## config.mk

```make
export PLATFORM = sky130hd
export DESIGN_NAME = ap_pp_gen_pipe_flat
export DESIGN_NICKNAME = d
export VERILOG_FILES = /design/src/rtl/ap_pp_gen_pipe_if.sv /design/src/rtl/ap_pp_gen_pipe.sv /design/src/flat_wrapper.sv
export SDC_FILE = /design/constraint.sdc
export NUM_CORES = 1
export LEC_CHECK = 0
export CORE_ASPECT_RATIO = 0.5
export CORE_UTILIZATION = 50
export CTS_BUF_LIST = sky130_fd_sc_hd__clkbuf_4 sky130_fd_sc_hd__clkbuf_8
export DETAILED_ROUTE_END_ITERATION = 8
export PLACE_DENSITY = 0.79
export SETUP_SLACK_MARGIN = 0.4
export SYNTH_ARGS = -nofsm -noshare
export SYNTH_HDL_FRONTEND = slang
export SYNTH_SLANG_ARGS = --single-unit
```

## constraint.sdc

```tcl
create_clock -name clk -period 3.7 [get_ports clk]
set_input_delay 0.555 -clock clk [delete_from_list [all_inputs] [get_ports clk]]
set_output_delay 0.555 -clock clk [all_outputs]
set_load 0.05 [all_outputs]
```

## src/rtl/ap_pp_gen_pipe_if.sv

```systemverilog
// Operand/partial-product handshake bundle for the approximate-multiplier front end.
// The master side is the operand source and pp consumer; the slave side is ap_pp_gen_pipe.
interface ap_pp_gen_pipe_if #(
  parameter int WIDTH = 8,
  parameter int CNT_W = 16
);
  logic                     in_valid;
  logic                     in_ready;
  logic [WIDTH-1:0]         in_a;
  logic [WIDTH-1:0]         in_b;
  logic                     out_valid;
  logic                     out_ready;
  logic [WIDTH*WIDTH-1:0]   out_pp;
  logic                     out_zero;
  logic [CNT_W-1:0]         acc_cnt;

  modport master (
    output in_valid, in_a, in_b, out_ready,
    input  in_ready, out_valid, out_pp, out_zero, acc_cnt
  );

  modport slave (
    input  in_valid, in_a, in_b, out_ready,
    output in_ready, out_valid, out_pp, out_zero, acc_cnt
  );
endinterface

```

## src/rtl/ap_pp_gen_pipe.sv

```systemverilog
// Operand register plus small FIFO producing row-major AND partial-product vectors
// (pp[WIDTH*i+j] = a[j] & b[i]) for the ppcom compressor, with zero flag and accept counter.
module ap_pp_gen_pipe #(
  parameter int WIDTH      = 8,
  parameter int FIFO_DEPTH = 2,
  parameter int CNT_W      = 16
) (
  input  logic               clk,
  input  logic               rst,
  ap_pp_gen_pipe_if.slave    bus
);
  localparam int PP_W   = WIDTH * WIDTH;
  localparam int PTR_W  = (FIFO_DEPTH > 1) ? $clog2(FIFO_DEPTH) : 1;
  localparam int OCC_W  = $clog2(FIFO_DEPTH + 1);
  localparam logic [OCC_W-1:0] FULL_C = OCC_W'(FIFO_DEPTH);
  localparam logic [PTR_W-1:0] LAST_C = PTR_W'(FIFO_DEPTH - 1);

  function automatic logic [PP_W-1:0] form_pp(input logic [WIDTH-1:0] a,
                                               input logic [WIDTH-1:0] b);
    logic [PP_W-1:0] pp;
    pp = '0;
    for (int i = 0; i < WIDTH; i++)
      for (int j = 0; j < WIDTH; j++)
        pp[WIDTH*i+j] = a[j] & b[i];
    return pp;
  endfunction

  function automatic logic [PTR_W-1:0] next_ptr(input logic [PTR_W-1:0] p);
    return (p == LAST_C) ? '0 : p + PTR_W'(1);
  endfunction

  logic              vld_p1;
  logic [WIDTH-1:0]  a_p1;
  logic [WIDTH-1:0]  b_p1;
  logic              zero_p1;
  logic [PP_W:0]     mem [FIFO_DEPTH];
  logic [PTR_W-1:0]  wr_ptr;
  logic [PTR_W-1:0]  rd_ptr;
  logic [OCC_W-1:0]  fifo_cnt;
  logic [CNT_W-1:0]  acc_cnt_r;
  logic [PP_W:0]     head;
  logic              accept;
  logic              push;
  logic              pop;

  // A full FIFO refuses the push even when a pop coincides, keeping out_ready off the input path.
  assign push         = vld_p1 & (fifo_cnt != FULL_C);
  assign pop          = bus.out_valid & bus.out_ready;
  assign bus.in_ready = ~vld_p1 | push;
  assign accept       = bus.in_valid & bus.in_ready;
  assign zero_p1      = (a_p1 == '0) | (b_p1 == '0);

  always_ff @(posedge clk or posedge rst) begin
    if (rst) begin
      vld_p1    <= 1'b0;
      wr_ptr    <= '0;
      rd_ptr    <= '0;
      fifo_cnt  <= '0;
      acc_cnt_r <= '0;
    end else begin
      if (accept)    vld_p1 <= 1'b1;
      else if (push) vld_p1 <= 1'b0;
      if (push) wr_ptr <= next_ptr(wr_ptr);
      if (pop)  rd_ptr <= next_ptr(rd_ptr);
      case ({push, pop})
        2'b10:   fifo_cnt <= fifo_cnt + OCC_W'(1);
        2'b01:   fifo_cnt <= fifo_cnt - OCC_W'(1);
        default: fifo_cnt <= fifo_cnt;
      endcase
      if (accept) acc_cnt_r <= acc_cnt_r + CNT_W'(1);
    end
  end

  // S1 operand capture and FIFO write; datapath storage carries no reset.
  always_ff @(posedge clk) begin
    if (accept) begin
      a_p1 <= bus.in_a;
      b_p1 <= bus.in_b;
    end
    if (push) mem[wr_ptr] <= {form_pp(a_p1, b_p1), zero_p1};
  end

  // Head is gated by occupancy so unreset storage never shows at the outputs.
  assign head          = mem[rd_ptr];
  assign bus.out_valid = (fifo_cnt != '0);
  assign bus.out_pp    = bus.out_valid ? head[PP_W:1] : '0;
  assign bus.out_zero  = bus.out_valid ? head[0] : 1'b0;
  assign bus.acc_cnt   = acc_cnt_r;
endmodule

```

## src/flat_wrapper.sv

```systemverilog
// flat-port wrapper written by rule: the top's interface ports become plain ports
module ap_pp_gen_pipe_flat 
#(
  parameter int WIDTH      = 8,
  parameter int FIFO_DEPTH = 2,
  parameter int CNT_W      = 16
)
  (clk, rst, bus_in_valid, bus_in_a, bus_in_b, bus_out_ready, bus_in_ready, bus_out_valid, bus_out_pp, bus_out_zero, bus_acc_cnt);
  ap_pp_gen_pipe_if #(.WIDTH(WIDTH), .CNT_W(CNT_W)) bus_i ();
  input  logic clk;
  input  logic rst;
  input wire logic [$bits(bus_i.in_valid)-1:0] bus_in_valid;
  input wire logic [$bits(bus_i.in_a)-1:0] bus_in_a;
  input wire logic [$bits(bus_i.in_b)-1:0] bus_in_b;
  input wire logic [$bits(bus_i.out_ready)-1:0] bus_out_ready;
  output wire logic [$bits(bus_i.in_ready)-1:0] bus_in_ready;
  output wire logic [$bits(bus_i.out_valid)-1:0] bus_out_valid;
  output wire logic [$bits(bus_i.out_pp)-1:0] bus_out_pp;
  output wire logic [$bits(bus_i.out_zero)-1:0] bus_out_zero;
  output wire logic [$bits(bus_i.acc_cnt)-1:0] bus_acc_cnt;
  assign bus_i.in_valid = bus_in_valid;
  assign bus_i.in_a = bus_in_a;
  assign bus_i.in_b = bus_in_b;
  assign bus_i.out_ready = bus_out_ready;
  assign bus_in_ready = bus_i.in_ready;
  assign bus_out_valid = bus_i.out_valid;
  assign bus_out_pp = bus_i.out_pp;
  assign bus_out_zero = bus_i.out_zero;
  assign bus_acc_cnt = bus_i.acc_cnt;
  ap_pp_gen_pipe #(.WIDTH(WIDTH), .FIFO_DEPTH(FIFO_DEPTH), .CNT_W(CNT_W)) u_core (.clk(clk), .rst(rst), .bus(bus_i));
endmodule
```

# ---- Yosys cells after proc, flatten, opt, wreduce, memory -nomap -nowiden
# Memory sizes are Yosys's and may differ from the RTL's.
# Cells that the tools add are included.
dict set report totals {
  register_bits 37
  elab_cells 100
  ram_bits 130
  inputBits 20
  mem_count 1
}
dict set report classes {
  n_mux 9
  reduce_logical 5
  add_sub_neg 5
  eq_ne 3
  n_bitwise 70
}
# name words width rd rd_clocked_by_memory_dff wr line_no
set mem_list {}
lappend mem_list {u_core.mem 2 65 1 0 1 ap_pp_gen_pipe.sv:36} ;# logic [PP_W:0] mem [FIFO_DEPTH];
# op n
set ops {}
lappend ops {{$and A1 B1 Y1} 67}
lappend ops {{$mux W64} 1}
lappend ops {{$add A16 B1 Y16 const B} 1}
lappend ops {{$logic_not A8 Y1} 2}
lappend ops {{$mux W1} 7}
lappend ops {{$reduce_bool A2 Y1} 3}
lappend ops {{$pmux W2 S2} 1}
lappend ops {{$add A1 B1 Y1 const B} 2}
lappend ops {{$add A2 B1 Y2 const B} 1}
lappend ops {{$eq A2 B1 Y1 const B} 1}
lappend ops {{$eq A2 B2 Y1 const B} 1}
lappend ops {{$ne A2 B2 Y1 const B} 1}
lappend ops {{$or A1 B1 Y1} 2}
lappend ops {{$sub A2 B1 Y2 const B} 1}
lappend ops {{$not A1 Y1} 1}

# ---- Longest topological paths before layout
dict set report depth {
  depth_word 5
  depth_mapped 7
}

# ---- Worst setup path before layout
# Ideal clock, no wire load.
dict set report synth_path {
  path_kind {register to register}
  from {register u_core.fifo_cnt[0]}
  to {memory u_core.mem[0][0] (netlist bit) (enable)}
  synth_period_minus_slack_ps 3831
  arrival_time_ps 3342
  stages_incl_launch_ff 4
  t_required_ps 3212
  setup_time_ps 488
  n_path_buf 0
  path_slack_ps -131
  path_cell_list {dfrtp_1 -> nand2b_1 -> nand2_1 -> nor2_1}
}
dict set report synth_between {
  elab_chain_cells 4
}
# element line_no
set synth_rtl {}
lappend synth_rtl {{start: declaration} ap_pp_gen_pipe.sv:39} ;# logic [OCC_W-1:0] fifo_cnt;
lappend synth_rtl {{start signal: assignment} ap_pp_gen_pipe.sv:66} ;# 2'b10: fifo_cnt <= fifo_cnt + OCC_W'(1);
lappend synth_rtl {{start signal: assignment} ap_pp_gen_pipe.sv:67} ;# 2'b01: fifo_cnt <= fifo_cnt - OCC_W'(1);
lappend synth_rtl {{start signal: assignment} ap_pp_gen_pipe.sv:68} ;# default: fifo_cnt <= fifo_cnt;
lappend synth_rtl {{$ne A2 B2 Y1} ap_pp_gen_pipe.sv:47} ;# assign push = vld_p1 & (fifo_cnt != FULL_C);
lappend synth_rtl {{$and A1 B1 Y1} ap_pp_gen_pipe.sv:47}
lappend synth_rtl {{$mux W1} ap_pp_gen_pipe.sv:80} ;# if (push) mem[wr_ptr] <= {form_pp(a_p1, b_p1), zero_p1};
lappend synth_rtl {{$mux W1 (implied by the code)} ap_pp_gen_pipe.sv:80}
lappend synth_rtl {{end: declaration} ap_pp_gen_pipe.sv:36}
# No other way between the ends.

# ---- Worst setup path after layout
dict set report layout_path {
  from {register u_core.rd_ptr}
  to {output bus_out_pp[37]}
}
dict set report layout_between {
  elab_chain_cells 2
}
# element line_no
set layout_rtl {}
lappend layout_rtl {{start: declaration} ap_pp_gen_pipe.sv:38} ;# logic [PTR_W-1:0] rd_ptr;
lappend layout_rtl {{start signal: assignment} ap_pp_gen_pipe.sv:64} ;# if (pop) rd_ptr <= next_ptr(rd_ptr);
lappend layout_rtl {{$mem_v2 Z2 W65} --}
lappend layout_rtl {{$mux W64} ap_pp_gen_pipe.sv:86} ;# assign bus.out_pp = bus.out_valid ? head[PP_W:1] : '0;
lappend layout_rtl {{end: declaration} flat_wrapper.sv:18} ;# output wire logic [$bits(bus_i.out_pp)-1:0] bus_out_pp;
# No other way between the ends.

==> impl_metrics.toml <==
[outcome]
status = "finished clean"

[setup_path]
required_ns = 3.14
crit_type = "reg2out"
slowest_delay_ns = 0.81
critPathLaunch = "u_core.rd_ptr"
crit_end = "bus_out_pp[37]"
r2r_end = "u_core.mem[1][41]"
critPathMaxFanout = 35
r2r-start = "u_core.fifo_cnt[0]"
end_kind = "primary output"
cp.arrival_ns = 2.55
path_cells = "buf_12, mux2i_1, nor2_1, clkdlybuf4s50_1"
cp_slowest_cell = "clkdlybuf4s50_1"
rr_worst_depth = 3
cp-start-kind = "flop"
regToRegSetupSlack_ns = 1.63

[clock_tree]
post_cts.repair.setup_buffers = 0
clk_transition_reported_paths_ns = 0.09
holdBufCountCts = 0
cts_tree = "yes"
cts_resized = 0
clk-insertion-delay-late_ns = 0.44
cts_buffer_depth = 2
htreeDepth = 4
cts_sinks = 167
cts_buffers = 17
cts_root_buf = "clkbuf_8"

[sta]
fin_tns_setup_ns = 0
rsz0062_at_grt = "false"
finClkSkew_ns = 0.0114
tightestPinTransition_ns = 0.885
slew_headroom_pct = 41.0
fmax_mhz = 322
layout_min_cycle_time_ns = 3.11
final_max_slew_viol_count = 0
hold_violations = 0
finalCritPeriodShare_pct = 83.9
finalSetupViolCount = 0

[global_routing]
grtUsageTotal_pct = 19.5
grt_max_degree = 66
antenna_found_initial = 0
grt_pass1_wl_um = 20400
grt_pass1_vias = 3874
overflow = 0

[placement]
port_buffers = 102
hpwl_um = 8290
finalWeightedCongestion = 0.725

[logic_synthesis]
synth-edff-count = 146
synthFlopType = "edfxtp_1"
synthArstFlopShare_pct = 12.6
ys_seq_elements = 167
syn-instance-count = 446
synth_cell_types = 30
synth_area_leaders = "edfxtp_1 (64%), mux2i_1 (9.6%), dfrtp_1 (7.7%)"
synth.most_common_cell = "edfxtp_1"
yosys-top-cells-count = "edfxtp_1 (146), nor2_1 (70), and2_1 (65), mux2i_1 (65), dfrtp_1 (21)"
avgSynthCellArea_um2 = 15.3
ys_warn_count = 0
synth_area_leader_cell = "edfxtp_1"
syn_area_um2 = 6810
syn-num-nets = 468
synth_top_area_share_pct = 64.4
ys_seq_area_share_pct = 72.1

[min_path]
worstHoldPathType = "reg2reg"

[detailed_routing]
vias_per_cell = 5.18
vias = 3837
post-route-drc-count = 0
wire_per_inst_um = 17.5
drt_iter0_drc = 187
drt_wl_total_um = 12900
drt-pass1-iter-count = 4
ant_nets = 0

[finish]
fill_cells = 912
area_delta_synth_final_pct = 24.6
antenna_cells = 0
nets = 580
drive_above_1_share_pct = 9.46

[die]
die_area_um2 = 14100
num_io_pins = 103
core_um2 = 13000
initial_core_util_pct = 52.6
die_w_um = 167
die_h_um = 84.5
rows = 29

[job]
drv_cap = 0
## cell type report
type | instances | area (um2) | share of cell area [%]
clock buffer | 17 | 234 | 2.76
clock inverter | 15 | 186 | 2.20
inverter | 5 | 20.0 | 0.236
multi-input combinational | 259 | 1820 | 21.5
sequential | 167 | 4910 | 57.9
tap | 170 | 213 | 2.51
timing repair buffer | 108 | 1090 | 12.9
## layer usage
metal  GRT usage, %  routed length, um
met4           7.83                201
met1           25.7               5900
met2           31.4               6360
met5              0                  0
met3           4.86                464
## layout by cell type, fill, tap and decap left out, types with 3 or more instances in the layout
master           instances
xnor2_1                  9
dfrtp_1                 20
nand3_1                  4
inv_1                    4
clkbuf_8                17
edfxtp_1               146
inv_6                    8
nor2_1                  68
nor4_1                   4
nor3_2                   3
clkdlybuf4s50_1        102
xor2_1                  11
mux2i_1                 65
bufinv_16                3
nand2_1                 10
buf_4                    4
and2_1                  65
## sequential cells by signal (all words and copies together), names as in the netlist
name                count
u_core.mem            130
u_core.bus.acc_cnt     16
u_core.a_p1             8
u_core.b_p1             8
u_core.fifo_cnt         2
u_core.rd_ptr           1
u_core.vld_p1           1
u_core.wr_ptr           1
## stage by stage
step	hold slack (ns)	util (%)	instance area (um2)	cells	setup slack [ns]
floorplan	0.479	-	6810	446	0.957
global placement	0.461	62.2	8060	709	1.09
detailed placement	0.457	62.2	8060	709	1.06
CTS	0.483	65.5	8480	741	0.571
global route	0.514	65.5	8480	741	0.470
finish	0.490	65.5	8480	741	0.594
## cells by family (layout without fill, tap and decap cells)
group         count (synthesis)  in the layout  synth area share, %
xor+xnor                     20             20                 2.57
fa+ha+maj                     2              2                0.367
buf+inv                      20            145                 1.34
flops                       167            167                 72.1
mux                          66             66                 9.72
simple gates                171            171                 13.9
## how the worst min path moves through the flow
stage | slack (ns) | depth (start not counted) | endpoint | start
2_1_floorplan | 0.48 | 1 | u_core.wr_ptr | u_core.wr_ptr
3_3_place_gp | 0.46 | 1 | u_core.bus.acc_cnt[15] | u_core.bus.acc_cnt[15]
3_5_place_dp | 0.46 | 1 | u_core.bus.acc_cnt[15] | u_core.bus.acc_cnt[15]
4_1_cts | 0.48 | 1 | u_core.bus.acc_cnt[15] | u_core.bus.acc_cnt[15]
5_1_grt | 0.51 | 1 | u_core.bus.acc_cnt[15] | u_core.bus.acc_cnt[15]
6_report | 0.49 | 1 | u_core.bus.acc_cnt[15] | u_core.bus.acc_cnt[15]
## critical path, delay by kind of cell (launching register included)
kind,cells,cell delay [ns]
and+or+nand+nor,1,0.13
buffers and inverters,2,1.12
muxes,1,0.14
DFF,1,0.67
Power is not shown: default switching activity piles up to over one toggle a cycle in this logic, so the estimate is an artifact.
